**config.mk**
```make
export PLATFORM = sky130hd
export DESIGN_NAME = piso_serializer
export DESIGN_NICKNAME = d
export VERILOG_FILES = /design/src/rtl/serial_pkg.sv /design/src/rtl/piso_serializer.sv
export SDC_FILE = /design/constraint.sdc
export NUM_CORES = 1
export LEC_CHECK = 0
export ABC_AREA = 1
export BUFFER_PORTS_ARGS = -buffer_cell sky130_fd_sc_hd__buf_2
export CORE_MARGIN = 10
export CORE_UTILIZATION = 50
export DETAILED_ROUTE_END_ITERATION = 7
export MAX_ROUTING_LAYER = met4
export PLACE_DENSITY = 0.83
export SYNTH_ARGS = -nofsm -noshare
export SYNTH_HDL_FRONTEND = slang
export SYNTH_SLANG_ARGS = --single-unit
```
**constraint.sdc**
```tcl
create_clock -name clock -period 1.6 [get_ports clock]
set_input_delay 0.32 -clock clock [delete_from_list [all_inputs] [get_ports clock]]
set_output_delay 0.32 -clock clock [all_outputs]
set_load 0.05 [all_outputs]
```
**src/rtl/serial_pkg.sv**
```systemverilog
// Shared definitions for the serial bit-stream blocks (serializer and the
// downstream bit-pattern detectors and their benches).
package serial_pkg;

  // Serializer FSM encoding; kept one bit wide so busy is the state bit.
  typedef enum logic {
    ST_IDLE  = 1'b0,
    ST_SHIFT = 1'b1
  } serial_state_t;

  // Level the serial line rests at between words.
  localparam logic IDLE_LEVEL = 1'b1;

endpackage

```
**src/rtl/piso_serializer.sv**
```systemverilog
// Parallel-in / serial-out stage. Words arrive over valid/ready and leave one
// bit per clock; the line sits at IDLE_BIT between words and back-to-back
// words stream with no gap.
//
//   state    | meaning
//   ST_IDLE  | line at IDLE_BIT, ready for a word
//   ST_SHIFT | emitting bits of the current word, r_cnt = index of bit on the line
module piso_serializer
  import serial_pkg::*;
#(
  parameter int   WIDTH     = 8,
  parameter bit   MSB_FIRST = 1'b1,
  parameter logic IDLE_BIT  = IDLE_LEVEL
) (
  input  logic             clock,
  input  logic             reset,
  input  logic [WIDTH-1:0] data_in,
  input  logic             data_valid,
  output logic             data_ready,
  output logic             serial_out,
  output logic             serial_valid,
  output logic             frame_start,
  output logic             busy
);

  localparam int CNT_W = (WIDTH > 1) ? $clog2(WIDTH) : 1;
  localparam logic [CNT_W-1:0] LAST_CNT = CNT_W'(WIDTH - 1);

  serial_state_t    r_state;
  logic [CNT_W-1:0] r_cnt;
  logic [WIDTH-1:0] r_shift;
  logic             r_serial_out;
  logic             r_serial_valid;
  logic             r_frame_start;

  logic             w_ready;
  logic             w_transfer;
  logic             w_first_bit;
  logic             w_next_bit;
  logic [WIDTH-1:0] w_load_shift;
  logic [WIDTH-1:0] w_step_shift;

  // The shift register holds only the bits not yet on the line, so the
  // outgoing bit is always at the edge of r_shift.
  assign w_first_bit  = MSB_FIRST ? data_in[WIDTH-1] : data_in[0];
  assign w_load_shift = MSB_FIRST ? {data_in[WIDTH-2:0], 1'b0}
                                  : {1'b0, data_in[WIDTH-1:1]};
  assign w_next_bit   = MSB_FIRST ? r_shift[WIDTH-1] : r_shift[0];
  assign w_step_shift = MSB_FIRST ? {r_shift[WIDTH-2:0], 1'b0}
                                  : {1'b0, r_shift[WIDTH-1:1]};
  assign w_transfer   = data_valid && w_ready;

  // Ready in idle, or on the last bit of a word so the next one follows without a gap.
  always_comb begin
    w_ready = 1'b0;
    if (r_state == ST_IDLE) begin
      w_ready = 1'b1;
    end else if (r_cnt == LAST_CNT) begin
      w_ready = 1'b1;
    end
  end

  // FSM, bit counter, shift register and registered serial outputs.
  always_ff @(posedge clock or negedge reset) begin
    if (!reset) begin
      r_state        <= ST_IDLE;
      r_cnt          <= '0;
      r_shift        <= '0;
      r_serial_out   <= IDLE_BIT;
      r_serial_valid <= 1'b0;
      r_frame_start  <= 1'b0;
    end else begin
      case (r_state)
        ST_IDLE: begin
          if (w_transfer) begin
            r_state        <= ST_SHIFT;
            r_cnt          <= '0;
            r_shift        <= w_load_shift;
            r_serial_out   <= w_first_bit;
            r_serial_valid <= 1'b1;
            r_frame_start  <= 1'b1;
          end
        end
        ST_SHIFT: begin
          if (r_cnt != LAST_CNT) begin
            r_cnt          <= r_cnt + 1'b1;
            r_shift        <= w_step_shift;
            r_serial_out   <= w_next_bit;
            r_frame_start  <= 1'b0;
          end else if (w_transfer) begin
            r_cnt          <= '0;
            r_shift        <= w_load_shift;
            r_serial_out   <= w_first_bit;
            r_serial_valid <= 1'b1;
            r_frame_start  <= 1'b1;
          end else begin
            r_state        <= ST_IDLE;
            r_cnt          <= '0;
            r_serial_out   <= IDLE_BIT;
            r_serial_valid <= 1'b0;
            r_frame_start  <= 1'b0;
          end
        end
        default: begin
          r_state        <= ST_IDLE;
          r_cnt          <= '0;
          r_serial_out   <= IDLE_BIT;
          r_serial_valid <= 1'b0;
          r_frame_start  <= 1'b0;
        end
      endcase
    end
  end

  assign data_ready   = w_ready;
  assign serial_out   = r_serial_out;
  assign serial_valid = r_serial_valid;
  assign frame_start  = r_frame_start;
  assign busy         = (r_state == ST_SHIFT);

endmodule

```
Yosys cells after proc, flatten, opt, wreduce, memory -nomap -nowiden
Cells that the tools add are included.
{ "totals": {"inputBits": 11, "ff_bits": 15} }
{ "op_classes": {"mux": 20, "bitwise": 1, "reduce_logical": 2, "n_addsub": 1, "n_eq_ne": 4} }
{ "op_table": {"columns": ["op", "count"], "rows": [
  ["$mux W8", 2],
  ["$pmux W8 S2", 1],
  ["$mux W1", 10],
  ["$pmux W1 S2", 4],
  ["$mux W3", 2],
  ["$pmux W3 S2", 1],
  ["$ne A2 B2 Y1 const B", 2],
  ["$add A3 B1 Y3 const B", 1],
  ["$eq A3 B3 Y1 const B", 1],
  ["$ne A3 B3 Y1 const B", 1],
  ["$reduce_and A2 Y1", 1],
  ["$logic_and A1 B1 Y1", 1],
  ["$not A1 Y1", 1]
]} }

Longest topological paths before layout
{ "depth": {"depth_word": 7, "ltp_mapped": 8, "depth_no_buf": 7} }

Worst setup path after synthesis
OpenSTA, ideal clock, no wires.
{ "synth_path": {"kind": "register to output", "from": "reg r_cnt[0]", "to": "out data_ready", "required_time_ns": 1.280, "arrival_ns": 1.115, "stages_incl_launch_ff": 6, "path_slack_ns": 0.165, "path_cell_list": "dfrtp_1 -> ha_1 -> ha_1 -> inv_1 -> nand2_2 -> buf_6"} }
{ "synth_via": {"elab_chain_len": 3} }
{ "synth_lines": {"columns": ["element", "line_no", "source"], "rows": [
  ["from (decl)", "piso_serializer.sv:30", "logic [CNT_W-1:0] r_cnt;"],
  ["from (signal assigned)", "piso_serializer.sv:86", "r_cnt <= r_cnt + 1'b1;"],
  ["$eq A3 B3 Y1", "piso_serializer.sv:58", "end else if (r_cnt == LAST_CNT) begin"],
  ["$mux W1", "piso_serializer.sv:58", null],
  ["$mux W1", "piso_serializer.sv:56", "if (r_state == ST_IDLE) begin"],
  ["to (decl)", "piso_serializer.sv:19", "output logic data_ready,"]
]} }
No other way between the ends.

Worst setup path after layout
Ends and elaborated chain as after synthesis.

==> summary by stage <==
Outcome
The flow ran to the end, but the final reports show violations. The checks that failed: setup timing.

Pwr
The power per standard cell area is 2070 nW/um^2. The worst vdd rail ir drop is 1.04 mV. For this design the static power due to leakage is 0.499 nW.

Floorplanning
The floorplan step set the die width to 57.5 um. In this run the core area contains 13 standard-cell rows. The initial standard-cell utilization of the core is 53.3%. The total I/O pin count is 16. The chip height is 57.5 um.

The area of the die is 3300 sq um. The core footprint is 1320 sq um.

Global route
The global-route wire length before repair is 2.70 mm. Entering global routing, the biggest net connects 16 pins. The number of antenna violations at the first check in global routing came to 0. The number of global-route vias before repair is 640. In the global route stage, overall resource usage came out at 10.2%. Global routing finished with a remaining overflow of 0.

Worst setup path
STA classifies the critical path endpoint as an output pin. The largest stage delay on the critical path is 0.40 ns. The critical path's top delay family is flip-flops. The slowest stage cell on the critical path is dfrtp_1. The signal on the critical path passes through ha_2 -> ha_4 -> inv_4 -> nand2_4 -> buf_8.

At the worst endpoint, the arrival time is 1.30 ns. STA classifies the critical path startpoint as a register. The type of the setup path with the least slack is register to output pin. The worst setup slack for register-to-register paths is 0.10 ns. The largest fanout on the critical path is 2. The buffer and inverter count on the worst path is 2.

The endpoint required time on the critical path is 1.28 ns.

Timing
The slew of the pin with the lowest slew margin is 0.331 ns. The setup clock skew after layout is 0.00479 ns. The time the final worst path needs with I/O delays and setup is 1.62 ns.

The max-slew violation total from the final report is 0. Setup repair after global routing could not meet its margin everywhere. Static timing analysis puts the maximum clock frequency at 616 MHz.

The worst max-slew margin expressed relative to the limit is 78.0%. The portion of the clock cycle consumed by the worst path in the final layout is 101%. The minimum hold slack is 0.270 ns. The total count of hold-check failures in the final report is 0. Setup violations remaining at the end of the flow were counted as 1. In the post-route analysis, the smallest setup slack over all paths is -0.0226 ns.

Layout
After the last flow step, the layout net total stands at 124. The proportion of layout cells with a drive suffix above 1 is 31.8%. Compared with the post-synthesis result, the final layout area differs by 29.4%. The library cell used most frequently in the layout, excluding fill and tap cells, is nand2_1. In the layout the commonest cells are nand2_1 (20), nor2_1 (14), dfrtp_1 (14), buf_2 (14), inv_1 (12).

Summing all multi-input logic gate instances after layout gives 288 sq um. The repair_antennas step left the layout with diodes totalling 0. The number of inserted filler cells in the final layout is 109. The sequential cell area is 377 sq um.

Clocking
The number of levels in the clock H-tree is 1. The post-CTS clock slew at the launch and capture registers of the worst setup and hold paths is 0.09 ns. The number of buffers created by CTS is 3.

TritonCTS built the clock tree. At the later pin of the worst-skew pair, clock insertion delay measures 0.27 ns. The maximum number of buffers from clock root to sink is 2. Counting every sink on the clock net gives 15. The cell at the root of the clock tree is clkbuf_4.

Hold path
The type of the most critical hold path is primary input to register.

Logic synthesis
The portion of netlist area occupied by mux cells is 0%. The register bit count reported by yosys is 15. The area share of fa/ha/maj cells after synthesis is 3.57%. The total number of yosys warnings is 0. The average cell area after synthesis is 8.36 sq um. The compound-cell area share of the yosys netlist is 4.28%. The net count after synthesis is 97. The synthesized-area fraction occupied by xor and xnor cells is 0%. The dominant combinational cell family by area after synthesis is simple AND/OR/NAND/NOR gates.

The number of instances in the synthesized netlist is 84. Sequential elements use 53.7% of the synthesized area. The number of library cell types mapped by synthesis is 12. The area of the mapped netlist is 702 sq um. The fraction of the mapped netlist area in simple logic gates is 29.9%.

Drt
For this block, the routed nets add up to 1.53 mm of wire. For this run, the detailed router's first-pass iteration total came to 4. The post-detailed-route DRC marker count is 0. For this block, the via count after detailed routing is 611.

Once detail routing completed, the nets flagged for antenna violations numbered 0. Dividing the detail-routed wire length by the instance count gives 12.3 um. After the first detailed-routing iteration, the DRC count stood at 5.

Using the TritonRoute via totals, the vias-per-cell ratio works out to 4.89.

Placed design
The routability congestion estimate is 0.842. After legalization and detailed placement, the total HPWL measured 1.05 mm. Port buffering added 15 buffers. At the placement stage, the worst setup path has a slack of 0.107 ns.

Flow run
The tool flagged a number of max-cap violations equal to 0.
[layout make-up]
type,count,share of cell area (%)
clock buffer,4,2.89
inverter,13,5.65
multi-input combinational,55,31.7
sequential,15,41.5
tap,15,2.07
timing repair buffer,23,16.3
[sequential cells by signal, summed over array words and instances, names as in the netlist]
signal	cells
frame_start	1
serial_out	1
r_shift	8
r_cnt	3
serial_valid	1
busy	1
[path summary, 6_finish.rpt]
kind / start / endpoint / cells past startpoint
hold / removal: data_in[6] / r_shift[7] / 3
hold reg to reg: serial_out / serial_out / 2
setup reg to reg: r_cnt[0] / r_shift[2] / 8
max in group asynchronous: reset / serial_out / 2
setup / recovery: r_cnt[0] / data_ready / 5
min in group asynchronous: reset / r_cnt[2] / 2
[tightest hold or removal path: stages]
cell    delay [ns]
buf_2         0.07
nor2_1        0.03
nor2_1        0.08
[per-layer routing]
layer / GRT usage [%] / share of wire [%]
met5: - / 0
met4: 5.03 / 0.46
met3: 3.10 / 6.0
met2: 16.0 / 47
met1: 11.5 / 46
[stage by stage]
stage          instance area (sq um)  std cells  power, mW  setup TNS, ns  util, %
6_report                         908        125       1.88        -0.0226     68.9
2_1_floorplan                    702         84       1.30              0        -
3_5_place_dp                     800        115       1.50              0     60.7
3_3_place_gp                     800        115       1.46              0     60.7
4_1_cts                          891        124       1.84       -0.00358     67.6
5_1_grt                          908        125       2.04        -0.0758     68.9
[report_power, final]
part | leakage (nW) | switching, mW | internal, mW
clock | 0.0150 | 0.116 | 0.0965
sequential | 0.182 | 0.0837 | 0.550
combinational | 0.302 | 0.608 | 0.428
[Yosys cell counts]
| master | instances | share of area (%) |
|---|---|---|
| a22o_2 | 2 | 2.9 |
| buf_6 | 1 | 1.6 |
| dfrtp_1 | 14 | 50 |
| dfstp_2 | 1 | 3.7 |
| ha_1 | 2 | 3.6 |
| inv_1 | 13 | 7.0 |
| nand2_1 | 21 | 11 |
| nand2_2 | 2 | 1.8 |
| nand3_1 | 11 | 7.8 |
| nor2_1 | 14 | 7.5 |
| nor2_4 | 1 | 1.6 |
| o21ai_0 | 2 | 1.4 |
[timing repair]
action                                  in CTS  in global routing
pin swaps                                    1                  2
resized for setup                            7                  3
cloned                                       0                  0
endpoints found under the setup margin       1                  5
endpoints found under the hold margin       14                  0
setup buffers                                4                  1
hold buffers                                 1                  0
[logic make-up after synthesis]
group | Yosys count
and+or+nand+nor | 49
DFF | 15
buffers and inverters | 14
AOI/OAI and AO/OA | 4
adders and majority gates | 2
Power figures use the tool's default switching activity.
